`src/rtl/music_note_seq.sv`:
```
// music_note_seq: FIFO-fed note sequencer driving the music playback block's note bus.
// Optional replay mode (re-enqueue every popped note) is built with `define MUSIC_SEQ_LOOP_EN.
module music_note_seq #(
  parameter int DEPTH      = 16,
  parameter int BEAT_DIV   = 25000000,
  parameter int GAP_CYCLES = 2500000
) (
  input  logic                   clk,
  input  logic                   rst,
  input  logic                   musiccs,
  input  logic                   wr_en,
  input  logic [15:0]            wr_data,
  input  logic                   flush,
  input  logic                   loop,
  output logic [4:0]             music_data,
  output logic                   music_uart_enable,
  output logic                   fifo_full,
  output logic                   fifo_empty,
  output logic [$clog2(DEPTH):0] fifo_count,
  output logic                   overflow,
  output logic                   busy
);

  // state | meaning
  // IDLE  | bus released, silent, waiting for a queued note
  // PLAY  | driving note_q until beats_q beats have elapsed
  // GAP   | silent spacing between notes, bus still owned

  localparam int AW = $clog2(DEPTH);
  localparam int CW = AW + 1;
  localparam int TW = (BEAT_DIV > 1) ? $clog2(BEAT_DIV) : 1;
  localparam int GW = (GAP_CYCLES > 1) ? $clog2(GAP_CYCLES) : 1;
  localparam logic [TW-1:0] TICK_LOAD = TW'(BEAT_DIV - 1);
  localparam logic [GW-1:0] GAP_LOAD  = GW'(GAP_CYCLES - 1);

  typedef enum logic [1:0] {
    IDLE = 2'd0,
    PLAY = 2'd1,
    GAP  = 2'd2
  } state_t;

  state_t          state_q, state_d;
  logic [9:0]      mem [DEPTH];
  logic [AW-1:0]   rd_ptr, wr_ptr;
  logic [CW-1:0]   count_q;
  logic            overflow_q;
  logic [4:0]      note_q, beats_q;
  logic [TW-1:0]   tick_q;
  logic [GW-1:0]   gap_q;

  logic [9:0]      head;
  logic [4:0]      head_beats;
  logic            pop, push, wr_accept, wr_drop, ext_wr;
  logic [9:0]      push_word;
  logic            playing, gapping;
  logic            unused_bits;

  // Stored word is {duration, note}; unused bus bits are not kept.
  assign head       = mem[rd_ptr];
  assign head_beats = (head[9:5] == 5'd0) ? 5'd1 : head[9:5];
  assign ext_wr     = wr_en & musiccs;

  assign fifo_count = count_q;
  assign fifo_empty = (count_q == '0);
  assign fifo_full  = (count_q == CW'(DEPTH));
  assign overflow   = overflow_q;
  assign busy       = (state_q != IDLE);

  assign unused_bits = ^{wr_data[15:13], wr_data[7:5], loop};

`ifdef MUSIC_SEQ_LOOP_EN
  logic reenq;
  // In replay mode the popped head goes straight back to the tail.
  assign reenq     = loop & pop;
  assign wr_accept = ext_wr & ~loop & (~fifo_full | pop);
  assign push      = wr_accept | reenq;
  assign push_word = reenq ? head : {wr_data[12:8], wr_data[4:0]};
`else
  assign wr_accept = ext_wr & (~fifo_full | pop);
  assign push      = wr_accept;
  assign push_word = {wr_data[12:8], wr_data[4:0]};
`endif

  assign wr_drop = ext_wr & ~wr_accept;

  always_comb begin
    state_d           = state_q;
    pop               = 1'b0;
    music_data        = 5'd0;
    music_uart_enable = 1'b0;
    case (state_q)
      IDLE: begin
        if (musiccs && !fifo_empty) begin
          pop     = 1'b1;
          state_d = PLAY;
        end
      end
      PLAY: begin
        music_uart_enable = 1'b1;
        if (musiccs) begin
          music_data = note_q;
          if (tick_q == '0 && beats_q == 5'd1) state_d = GAP;
        end
      end
      GAP: begin
        music_uart_enable = 1'b1;
        if (musiccs && gap_q == '0) begin
          if (!fifo_empty) begin
            pop     = 1'b1;
            state_d = PLAY;
          end else begin
            state_d = IDLE;
          end
        end
      end
      default: state_d = IDLE;
    endcase
    if (flush) begin
      state_d = IDLE;
      pop     = 1'b0;
    end
  end

  always_ff @(posedge clk) begin
    if (!rst) state_q <= IDLE;
    else      state_q <= state_d;
  end

  always_ff @(posedge clk) begin
    if (!rst || flush) begin
      rd_ptr     <= '0;
      wr_ptr     <= '0;
      count_q    <= '0;
      overflow_q <= 1'b0;
    end else begin
      if (push) wr_ptr <= wr_ptr + 1'b1;
      if (pop)  rd_ptr <= rd_ptr + 1'b1;
      if (push && !pop)      count_q <= count_q + 1'b1;
      else if (pop && !push) count_q <= count_q - 1'b1;
      if (wr_drop) overflow_q <= 1'b1;
    end
  end

  always_ff @(posedge clk) begin
    if (rst && !flush && push) mem[wr_ptr] <= push_word;
  end

  assign playing = (state_q == PLAY) && musiccs && !flush;
  assign gapping = (state_q == GAP) && musiccs && !flush;

  // Beat and gap timers are down-counters; terminal count is zero.
  always_ff @(posedge clk) begin
    if (!rst) begin
      note_q  <= 5'd0;
      beats_q <= 5'd0;
      tick_q  <= '0;
      gap_q   <= '0;
    end else if (pop) begin
      note_q  <= head[4:0];
      beats_q <= head_beats;
      tick_q  <= TICK_LOAD;
    end else if (playing) begin
      if (tick_q == '0) begin
        tick_q  <= TICK_LOAD;
        beats_q <= beats_q - 5'd1;
        if (beats_q == 5'd1) gap_q <= GAP_LOAD;
      end else begin
        tick_q <= tick_q - 1'b1;
      end
    end else if (gapping && gap_q != '0) begin
      gap_q <= gap_q - 1'b1;
    end
  end

endmodule

```
`config.mk`:
```
export PLATFORM = sky130hd
export DESIGN_NAME = music_note_seq
export DESIGN_NICKNAME = d
export VERILOG_FILES = /design/src/rtl/music_note_seq.sv
export SDC_FILE = /design/constraint.sdc
export NUM_CORES = 1
export LEC_CHECK = 0
export CORE_MARGIN = 2
export CORE_UTILIZATION = 30
export DETAILED_ROUTE_END_ITERATION = 12
export PLACE_DENSITY_LB_ADDON = 0.05
export SETUP_SLACK_MARGIN = 0.2
export SYNTH_ARGS = -nofsm -noshare
export SYNTH_HDL_FRONTEND = slang
export SYNTH_SLANG_ARGS = --single-unit
```
`constraint.sdc`:
```
create_clock -name clk -period 5 [get_ports clk]
set_input_delay 0.5 -clock clk [delete_from_list [all_inputs] [get_ports clk]]
set_output_delay 0.5 -clock clk [all_outputs]
set_load 0.05 [all_outputs]
```
# Word level (Yosys, flattened, before mapping)
# Memory sizes are Yosys's and may differ from the RTL's. A register that Yosys moved wholly into a read port is not among the register bits.
# Index checks and enable logic that the tools add are counted.
# totals
input_bits	22
ff_bits	73
output_inout_bits	15
wordCells	102
memories	1
mem_bits_rw	160
# memory_table
memory	words	word_bits	read_ports	rd_ports_with_merged_regs	write_ports	line	rtl
mem	16	10	1	1	1	43	logic [9:0] mem [DEPTH];
# op_classes
n_reduce_logical	35
add_sub_neg	7
bitwise	8
n_mux	31
n_eq_ne	10
# ops
operator	n
$mux 22	4
$mux 25	3
$mux 5	8
$logic_not 25->1	1
$sub 25x1->25 const B	1
$logic_not 22->1	1
$reduce_bool 22->1	1
$sub 22x1->22 const B	1
$logic_and 1x1->1	12
$logic_not 5->1	2
$reduce_bool 2->1	5
$sub 5x1->5 const B	2
$add 4x1->4 const B	2
$mux 1	8
$mux 2	4
$mux 4	2
$ne 2x2->1 const B	4
$reduce_and 4->1	2
$pmux 2 s3	1
$reduce_or 2->1	3
$add 5x1->5 const B	1
$eq 5x1->1 const B	1
$eq 5x5->1 const B	1
$logic_not 1->1	5
10 further kinds	16

# Logic depth before layout (Yosys ltp)
# logic_depth
word_depth	12
depth_mapped	17
ltp_nobuf	16

# Worst setup path after synthesis
# OpenSTA, ideal clock, no wires.
# synth_timing
path_kind	reg-to-reg
from	register count_q[0], in the netlist fifo_count[0]
to	register count_q[4], in the netlist fifo_count[4]
n_path_buf	3
setup_slack_ps	1080
t_arrival_ps	3850
required_time_ps	4929
period_less_slack_ps	3920
path_stages_with_launch	16
setup_ps	71
path_cell_list	dfxtp_1 > or4_1 > clkbuf_1 > o2111a_1 > a41o_1 > buf_2 > inv_2 > buf_1 > ha_1 > inv_1 > fa_1 > a21o_1 > a21oi_1 > xnor2_1 > or3_1 > a21oi_1
# synth_between
elab_chain_len	11
elab_cells_between_ends	21
classes_between	add/sub: 2; eq/ne: 1; mux: 7; bitwise: 3; reduce/logical: 8
# synth_lines
item	line	rtl
start, declared	45	logic [CW-1:0] count_q;
start signal, assigned	138	if (push && !pop) count_q <= count_q + 1'b1;
start signal, assigned	139	else if (pop && !push) count_q <= count_q - 1'b1;
$logic_not 5->1	64	assign fifo_empty = (count_q == '0);
$logic_not 1->1	n/a	
$logic_and 1x1->1	93	if (musiccs && !fifo_empty) begin
$mux 1	93	
$pmux 1 s2	91	case (state_q)
$mux 1	118	if (flush) begin
$or 1x1->1	79	assign wr_accept = ext_wr & (~fifo_full | pop);
$and 1x1->1	79	
$logic_not 1->1	139	
$logic_and 1x1->1	139	
$reduce_bool 2->1 (no source line)	n/a	
# Several ways; a longest one is shown, not always the timed one. The select of a mux whose other input is x is not followed.
# A chain may end at the register's enable or synchronous reset.

# Worst setup path after layout
# layout_timing
from	register gap_q[13]
to	register count_q[4], in the netlist fifo_count[4]
# layout_between
elab_chain_len	10
elab_cells_between_ends	13
classes_between	mux: 4; bitwise: 2; reduce/logical: 7
# layout_lines
item	line	rtl
start, declared	49	logic [GW-1:0] gap_q;
start signal, assigned	171	gap_q <= gap_q - 1'b1;
$logic_not 22->1 *	107	if (musiccs && gap_q == '0) begin
$logic_and 1x1->1 *	107	
$mux 1 *	107	
$pmux 1 s2 *	91	
$mux 1 *	118	
$or 1x1->1 *	79	
$and 1x1->1 *	79	
net push	53	logic pop, push, wr_accept, wr_drop, ext_wr;
$logic_not 1->1	139	
$logic_and 1x1->1	139	
$reduce_bool 2->1 (no source line)	n/a	
# The timed path passes the listed nets; every way through them passes the cells marked *.

==> key figures <==
Place
  • Placed wire-length estimate: 15,800 um
  • Final Wtd Congestion: between 0.7 and 0.8
  • Place WS: between 1 and 1.5 ns
  • IO Port Bufs: 29

Route
  • DRC Markers: 0
  • Initial drt markers: about 340
  • Routed vias: between 6,000 and 7,000
  • DRT Pass-1 Iters: 6
  • Wirelength, routed: roughly 24,000 um
  • ANT nets after route: 0
  • Mean number of vias per cell: 4.96
  • Routed WL per cell: 19.2 um

Critical path
  • Crit path capture type: flop
  • Crit-path slowest cell: or4_1
  • CP Class: reg -> reg
  • CP arrival: around 4.3 ns
  • Most used cell along the critical path: a21oi_1
  • R2r startpoint: gap_q[13]
  • Crit Path Max Fanout: 9
  • Crit path required time: 5.44 ns
  • Setup slack, reg-to-reg: 1.13 ns
  • Startpoint Class: flop
  • Critical R2R Capture: fifo_count[4]
  • Slowest stage delay, CP: ~0.62 ns
  • Worst path cell trace: or4_1 -> nor4_2 -> a41o_1 -> inv_2 -> a21oi_4 -> ha_1 -> inv_1 -> fa_1 -> a21o_1 -> a21oi_1 -> xnor2_1 -> or3_1 -> a21oi_1
  • Worst r2r path cells: 13

STA
  • Slew HR: 0.288
  • Min Clock Period, post-route: 3.87 ns
  • Unrepaired setup endpoints after global routing: no
  • Clock Skews: approximately 0.051 ns
  • # setup viols final: 0
  • Fin crit share: 0.774
  • Hold Worst Slack: between 0.4 and 0.5 ns
  • Final setup margin: around 1.1 ns
  • Setup TNS Final: 0 ns
  • Slew @ Worst Pin: 1.06 ns
  • Fin. Hold Viols: 0
  • Fmax: 0.259 GHz
  • Max Slew Vio Count: 0

Logic synthesis
  • Xor and xnor area share after synthesis: 0.0338
  • EDFF count, synth: 160
  • Simple-gate portion of the synthesized area: 0.104
  • Netlist cell types: 61
  • Mean cell area of the mapped netlist: around 14 um^2
  • Register area share after synthesis: 0.628
  • Post-synthesis mux area share: 0.106
  • Syn Std Cell Area: roughly 10,000 um^2
  • Cell taking the most area after synthesis: edfxtp_1
  • Yosys warning count: 0
  • Largest family of logic cells by synthesized area: multiplexers
  • Cells after Synth: between 700 and 800
  • Post-synth top flop: edfxtp_1
  • Ys async rst share: 0
  • Number of synthesized register bits: roughly 240
  • Post-synthesis adder-cell area fraction: 0.0255
  • Post-Syn Nets: between 700 and 800
  • Top area cells in the synthesized netlist: edfxtp_1, dfxtp_1, mux4_2
  • Cell with the most instances after synthesis: edfxtp_1
  • Synth top area share: 0.475
  • Synth top cells by count: edfxtp_1, dfxtp_1, nor2_1, a21oi_1, mux4_2
  • Post-synthesis compound-gate area fraction: 0.0813

Layout
  • Area grow syn2layout: 18.5%
  • Layout Nets: approximately 810
  • ANT cells: 0
  • Final Core Density: 0.359
  • Layout cells sized above 1: 0.171

CTS
  • CTS tree: built
  • Total number of H-tree levels: 1
  • Post-CTS Repair Setup Buffers: 0
  • CTS buffer count: 28
  • Worst-path clk slew: ~0.05 ns
  • Worst-Skew Late Latency: roughly 0.57 ns
  • Hold_buf cts: 0
  • Post-cts gate resize count: 0
  • Clk root buf: clkbuf_16
  • Clk sinks: 237
  • CTS Buffer Depth: 3

GRT
  • First-pass GRT wire length: around 37,000 um
  • Vias in the first global route: about 6,400
  • Gr usage total: 0.137
  • Pin count of the biggest net entering global routing: 39
  • GRT Residual Overflow: 0
  • Antenna violations before repair: 0

Floorplanning
  • I/O pin count: 37
  • DIE WIDTH: around 190 um
  • Row cnt: 67
  • Die Height: 188 um
  • Core area: approximately 33,000 um^2
  • Initial Util: 0.303
  • Die area: about 35,000 um^2

Hold path
  • Worst Hold Launch: note_q[0]
  • Min-Delay Path Class: reg -> reg
  • Hold worst-path end: note_q[0]
  • Worst hold path cell count: 2

Job
  • Max Cap Viol: 0

Power and ir drop
  • Static Leak: slightly below 4 nW
  • Pwr Density: roughly 380 nW/um^2
  • Peak VDD IR: about 0.26 mV

Outcome
  • Status: complete, no violations
## worst max-delay path: cells and delay by family, from the launching register on
family                   cells  cell delay (ns)
AND/OR/NAND/NOR              3             1.45
AO/OA/AOI/OAI                5             1.06
adder cells (fa/ha/maj)      2             0.66
flip-flops                   1             0.37
buffers and inverters        2             0.16
XOR/XNOR                     1             0.09
## report_power, final
group	total [mW]	internal, mW	switching [mW]
registers	2.16	2.12	0.0370
clock network	2.07	1.26	0.812
logic	0.359	0.135	0.225
total	4.59	3.51	1.07
## kinds of logic (layout without fill, tap and decap cells)
group / after synthesis / count (layout)
AO/OA/AOI/OAI: 119 / 119
XOR/XNOR: 39 / 39
adder cells (fa/ha/maj): 20 / 20
buffers and inverters: 56 / 126
flip-flops: 237 / 237
multiplexers: 50 / 50
AND/OR/NAND/NOR: 200 / 200
## worst max-delay path by stage
stage             startpoint       endpoint  slack [ns]  cells past startpoint
6_report           gap_q[13]  fifo_count[4]        1.13                     13
5_1_grt            gap_q[15]  fifo_count[4]        0.84                     13
4_1_cts            gap_q[15]  fifo_count[4]        1.12                     13
3_5_place_dp         musiccs  fifo_count[4]        1.08                     15
3_3_place_gp         musiccs  fifo_count[4]        1.10                     15
2_1_floorplan  fifo_count[0]  fifo_count[4]        1.08                     15
## registers in the layout, indices dropped and copies added, names as in the netlist, named ones only
register    count
mem           160
tick_q         25
gap_q          22
beats_q         5
fifo_count      5
note_q          5
rd_ptr          4
wr_ptr          4
state_q         2
overflow        1
## per-stage QoR
| step | power [mW] | cell area, um^2 | std cells |
|---|---|---|---|
| after floorplan | 2.45 | 10100 | 721 |
| after global placement | 2.56 | 11000 | 1188 |
| after detailed placement | 2.56 | 11000 | 1188 |
| after CTS | 4.65 | 12000 | 1239 |
| after global routing | 4.77 | 12000 | 1239 |
| final | 4.59 | 12000 | 1239 |
## final cells by class
type	instances	area, um^2
multi-input combinational	428	3550
inverter	20	75.1
tap	448	561
sequential	237	6350
timing repair buffer	55	485
clock buffer	36	781
fill	3265	21400
clock inverter	15	179
## cells in the final DEF (no fill, tap or decap), types with 20 or more instances in the layout
cell and n:
nor2_1 58, clkdlybuf4s50_1 29, buf_4 26, dfxtp_1 75
mux4_2 46, a21oi_1 47, edfxtp_1 160, nand2_1 35
xnor2_1 20, clkbuf_16 28
## layer usage
metal,share of wire,track usage
met5,0,0
met4,0.021,0.0339
met3,0.027,0.0198
met2,0.50,0.242
met1,0.45,0.176
Power figures use the tool's default switching activity.
